### src/rtl/cnt_seq_pkg.sv
// rtl/cnt_seq_pkg.sv - shared constants for the counter sequencer
// Purpose: opcode values, FSM state encoding and the default prescale
//          constant used by counter_sequencer and tick_prescaler.
// Ports:   none (package).
package cnt_seq_pkg;

  localparam int CLK_HZ           = 12_000_000;
  localparam int PRESCALE_DEFAULT = CLK_HZ / 1000;  // 1 kHz count tick

  localparam logic [1:0] OP_LOAD    = 2'b00;
  localparam logic [1:0] OP_START   = 2'b01;
  localparam logic [1:0] OP_STOP    = 2'b10;
  localparam logic [1:0] OP_ONESHOT = 2'b11;

  typedef enum logic [1:0] {
    S_IDLE = 2'd0,
    S_RUN  = 2'd1,
    S_OS   = 2'd2,
    S_DONE = 2'd3
  } state_t;

endpackage

### src/rtl/tick_prescaler.sv
// rtl/tick_prescaler.sv - divides hw_clk down to a single-cycle count tick
// Purpose: counts 0..PRESCALE-1 while en is high and flags the last count.
// Ports:
//   hw_clk  in  system clock
//   rst     in  asynchronous active-low reset
//   en      in  advance the count
//   clr     in  force the count to 0 (wins over en)
//   tick    out high while count == PRESCALE-1 and en is high
module tick_prescaler #(
  parameter int PRESCALE = 12000,
  parameter int PS_W     = 14
) (
  input  logic hw_clk,
  input  logic rst,
  input  logic en,
  input  logic clr,
  output logic tick
);

  localparam logic [PS_W-1:0] LAST = PS_W'(PRESCALE - 1);

  logic [PS_W-1:0] count;

  always_ff @(posedge hw_clk or negedge rst) begin
    if (!rst) begin
      count <= '0;
    end else if (clr) begin
      count <= '0;
    end else if (en) begin
      count <= (count == LAST) ? '0 : count + 1'b1;
    end
  end

  assign tick = en && (count == LAST);

endmodule

### src/rtl/counter_sequencer.sv
// rtl/counter_sequencer.sv - command-driven sequencer for the board counter
// Purpose: accepts LOAD/START/STOP/ONESHOT commands and steps q on each
//          prescaled tick; a one-shot stops at its terminal value and
//          pulses done. Optional macro CNT_SEQ_DOWN_EN adds the cnt_dir
//          input for down-counting.
// Ports:
//   hw_clk     in   system clock (12 MHz)
//   rst        in   asynchronous active-low reset
//   cmd_valid  in   command present
//   cmd_ready  out  command accepted when cmd_valid && cmd_ready
//   cmd_op     in   00 LOAD, 01 START, 10 STOP, 11 ONESHOT
//   cmd_data   in   LOAD value / ONESHOT terminal value
//   cnt_dir    in   0 up, 1 down (CNT_SEQ_DOWN_EN only)
//   q          out  counter value
//   running    out  high in RUN or OS
//   done       out  one-cycle pulse when a one-shot completes
module counter_sequencer
  import cnt_seq_pkg::*;
#(
  parameter int WIDTH    = 8,
  parameter int PRESCALE = PRESCALE_DEFAULT,
  parameter int PS_W     = 14
) (
  input  logic             hw_clk,
  input  logic             rst,
  input  logic             cmd_valid,
  output logic             cmd_ready,
  input  logic [1:0]       cmd_op,
  input  logic [WIDTH-1:0] cmd_data,
`ifdef CNT_SEQ_DOWN_EN
  input  logic             cnt_dir,
`endif
  output logic [WIDTH-1:0] q,
  output logic             running,
  output logic             done
);

  state_t           state, state_next;
  logic [WIDTH-1:0] q_next;
  logic [WIDTH-1:0] term, term_next;
  logic [WIDTH-1:0] q_step;
  logic             active;
  logic             accept;
  logic             tick;

  assign active    = (state == S_RUN) || (state == S_OS);
  assign cmd_ready = (state != S_DONE);
  assign accept    = cmd_valid && cmd_ready;
  assign running   = active;
  assign done      = (state == S_DONE);

`ifdef CNT_SEQ_DOWN_EN
  assign q_step = cnt_dir ? q - 1'b1 : q + 1'b1;
`else
  assign q_step = q + 1'b1;
`endif

  // Any accepted command restarts the tick period, so a command landing on
  // a tick cycle swallows that tick. Idle/done keep the prescaler at 0.
  tick_prescaler #(
    .PRESCALE (PRESCALE),
    .PS_W     (PS_W)
  ) u_prescaler (
    .hw_clk (hw_clk),
    .rst    (rst),
    .en     (active),
    .clr    (accept || !active),
    .tick   (tick)
  );

  always_ff @(posedge hw_clk or negedge rst) begin
    if (!rst) begin
      state <= S_IDLE;
      q     <= '0;
      term  <= '0;
    end else begin
      state <= state_next;
      q     <= q_next;
      term  <= term_next;
    end
  end

  always_comb begin
    state_next = state;
    q_next     = q;
    term_next  = term;
    if (accept) begin
      case (cmd_op)
        OP_LOAD:  q_next = cmd_data;
        OP_START: if (state == S_IDLE) state_next = S_RUN;
        OP_STOP:  state_next = S_IDLE;
        OP_ONESHOT: begin
          state_next = S_OS;
          term_next  = cmd_data;
        end
        default: ;
      endcase
    end else begin
      case (state)
        S_RUN:  if (tick) q_next = q_step;
        S_OS: begin
          if (tick) begin
            // Terminal is checked before stepping, so q stays at term.
            if (q == term) state_next = S_DONE;
            else           q_next     = q_step;
          end
        end
        S_DONE: state_next = S_IDLE;
        default: ;
      endcase
    end
  end

endmodule

### config.mk
export PLATFORM = sky130hd
export DESIGN_NAME = counter_sequencer
export DESIGN_NICKNAME = d
export VERILOG_FILES = /design/src/rtl/cnt_seq_pkg.sv /design/src/rtl/tick_prescaler.sv /design/src/rtl/counter_sequencer.sv
export SDC_FILE = /design/constraint.sdc
export NUM_CORES = 1
export LEC_CHECK = 0
export BUFFER_PORTS_ARGS = -buffer_cell sky130_fd_sc_hd__buf_2
export CAP_MARGIN = 20
export CORE_ASPECT_RATIO = 1.5
export CORE_UTILIZATION = 32
export CTS_CLUSTER_DIAMETER = 150
export CTS_CLUSTER_SIZE = 12
export DETAILED_ROUTE_END_ITERATION = 7
export PLACE_DENSITY = 0.59
export SLEW_MARGIN = 20
export SYNTH_ARGS = -nofsm -noshare
export SYNTH_HDL_FRONTEND = slang
export SYNTH_SLANG_ARGS = --single-unit
### constraint.sdc
create_clock -name hw_clk -period 2.3 [get_ports hw_clk]
set_clock_uncertainty 0.2 [all_clocks]
set_input_delay 0.46 -clock hw_clk [delete_from_list [all_inputs] [get_ports hw_clk]]
set_output_delay 0.46 -clock hw_clk [all_outputs]
set_load 0.01 [all_outputs]
==> results.ini <==
[global_routing]
grt_pass1_vias=1550
antenna_found_initial=0
grt_overflow=0
track_usage_pct=15.65
grt_start_max_net_pins=33
grt_pass1_wl_mm=7.065

[timing]
finalHoldViolations=0
rsz0062_at_grt=no
tns_ns=0
finalSetupViolations=0
fin_crit_sh_pct=94.00
finalCriticalPeriod_ns=2.162
worst_pin_slew_ns=0.7177
relSlewSlack_pct=52.16
clock.fmax_mhz=462.5
final_max_slew_viol_count=0

[cts]
numCtsBuffers=5
cts_root_buffer=clkbuf_8
hold_buffers=0
cts_sinks=32
clk_latency_ns=0.29
cts_buffer_depth=2
cts.clk_slew.worst_paths_ns=0.07
cts_tree=done
h-tree-depth=2

[setup_path]
critPathSlowestCell=or3_4
path_cells=ha_1, and4_1, nand4_1, or3_4, buf_4, nor3_1, o22ai_1
cp_max_fo=7
timing.reg2reg.setup_slack_ns=0.14
critPathMaxStageDelay_ns=0.41
crit_buf_inv=1
path_class=flop to flop
start_kind=flop
r2r-end=q[5]
cp.required_ns=2.26
r2r_start=u_prescaler.count[0]
end_kind=flop
reg2reg_depth=7
path_delay_family=simple AND/OR/NAND/NOR gates
cp.arrival_ns=2.12

[detailed_routing]
drt_pass1_iterations=4
drt_iter0_markers=76
postRouteAntennaNets=0
wl_per_cell_um=14.12
vias=1538
vias_per_cell=5.110
routed_wl_mm=4.251
drcViolationCount=0

[die]
die_area_um2=6073
die_y_um=94.95
ios=24
die_w_um=63.97
rows=33
core_um2=5492
start_util_pct=33.56

[place]
dp_hpwl_mm=3.161
finalWeightedCongestion=0.7911
dp.cells=292
io_buffer_count=23

[yosys]
synthArstFlopShare_pct=100.0
yosysSeqAreaShare_pct=43.45
synth_edf_count=0
synth_area_leaders=dfrtp_1 43%, xor2_1 7.6%, mux2_2 4.9%
synth_seq_cells=32
avgSynthCellArea_um2=9.649
synth_cells=191
netlist_area_um2=1843
synth_area_leader_cell=dfrtp_1
synthDistinctLibCells=38
yosys_warnings=0
synth_ff_type=dfrtp_1
synth.net_count=210
synth_top_cell_area_share_pct=43.45

[final_layout]
final_common_cell=dfrtp_1
layout.nets=249
diodes=0
utilization_pct=40.67
area_growth_pct=21.18
drive_gt1_share_pct=26.41
final_cells=301
mostFrequentLayoutCells=32 x dfrtp_1, 23 x buf_2, 21 x nor2_1, 17 x nand2_1, 16 x xor2_1

[run_status]
status=finished clean

[power_and_ir_drop]
max-vdd-ir-drop_v=0.0003055
power_density_nw_per_um2=943.9
p_leak_nw=1.017

[run]
drv_cap=0

[hold_path]
hp-class=input port to async pin

-- registers in the layout, indices dropped and copies added (netlist names) --
| register | cells |
|---|---|
| u_prescaler.count | 14 |
| term | 8 |
| state | 2 |
| q | 8 |
-- per-stage QoR --
step | cell area [um2] | hold WS [ns] | power, W | setup WS [ns]
6_report | 2233 | 0.02449 | 0.002108 | 0.1380
5_1_grt | 2233 | 0.07541 | 0.002264 | 0.003038
4_1_cts | 2211 | 0.05251 | 0.002123 | 0.1102
3_5_place_dp | 2118 | 0.2742 | 0.001661 | 0.1282
3_3_place_gp | 2118 | 0.2585 | 0.001654 | 0.1583
2_1_floorplan | 1843 | -0.03559 | 0.001314 | 0.02707
-- report_power, final --
part,switching [W],internal (W),leakage [nW]
combinational,0.000442,0.000397,0.552
sequential,0.000127,0.000692,0.414
clock,0.000212,0.000239,0.0510
total,0.000780,0.00133,1.02
-- cell usage after synthesis (all sizes together), types with 2 or more instances --
library cell / count
nor2: 21
nor3: 8
nand2: 17
clkbuf: 2
dfrtp: 32
and3: 6
xor2: 16
a31oi: 3
a21oi: 7
buf: 4
inv: 7
nor2b: 2
nand3: 11
o21ai: 2
ha: 6
or3: 2
nor3b: 3
and4: 3
o22ai: 6
nand4: 5
nor4: 3
mux2: 9
xnor2: 4
-- worst register-to-register path: stages, from the launching register on --
cell and delay [ns]:
dfrtp_1 0.38, ha_1 0.17, and4_1 0.25, nand4_1 0.14
or3_4 0.41, buf_4 0.18, nor3_1 0.20, o22ai_1 0.09
-- worst max-delay path by stage --
stage,startpoint,cells after the start,to
floorplan,state[0],7,q[1]
global placement,u_prescaler.count[0],6,q[1]
detailed placement,u_prescaler.count[0],6,q[1]
CTS,u_prescaler.count[0],6,q[1]
global route,u_prescaler.count[0],7,q[3]
finish,u_prescaler.count[0],7,q[5]
-- kinds of logic (layout without fill, tap and decap cells) --
logic type | Yosys count | in the layout | share of synthesized area [%]
AND/OR/NAND/NOR | 87 | 87 | 24.71
flip-flops | 32 | 32 | 43.45
AO/OA/AOI/OAI | 23 | 23 | 8.826
XOR/XNOR | 20 | 20 | 9.504
buffers and inverters | 13 | 53 | 3.191
multiplexers | 10 | 10 | 6.246
adder cells (fa/ha/maj) | 6 | 6 | 4.073
-- layout make-up --
class | count | area [um2]
fillers | 558 | 3258
well taps | 70 | 87.58
multi-input cells | 146 | 998.5
flip-flops and latches | 32 | 800.8
repair buffers | 38 | 227.7
clock buffers | 6 | 82.58
clock inverters | 2 | 10.01
inverters | 7 | 26.28
-- per-layer routing --
metal	wire length, um	GRT usage, %
met1	1639	15.30
met2	2356	29.88
met3	139	3.744
met4	115	8.144
met5	0	0
-- what timing repair did --
item                       4_1_cts  5_1_grt
resized for setup                0        3
setup endpoints to repair        0        3
buffers inserted                 0        1
Power figures use the tool's default switching activity.
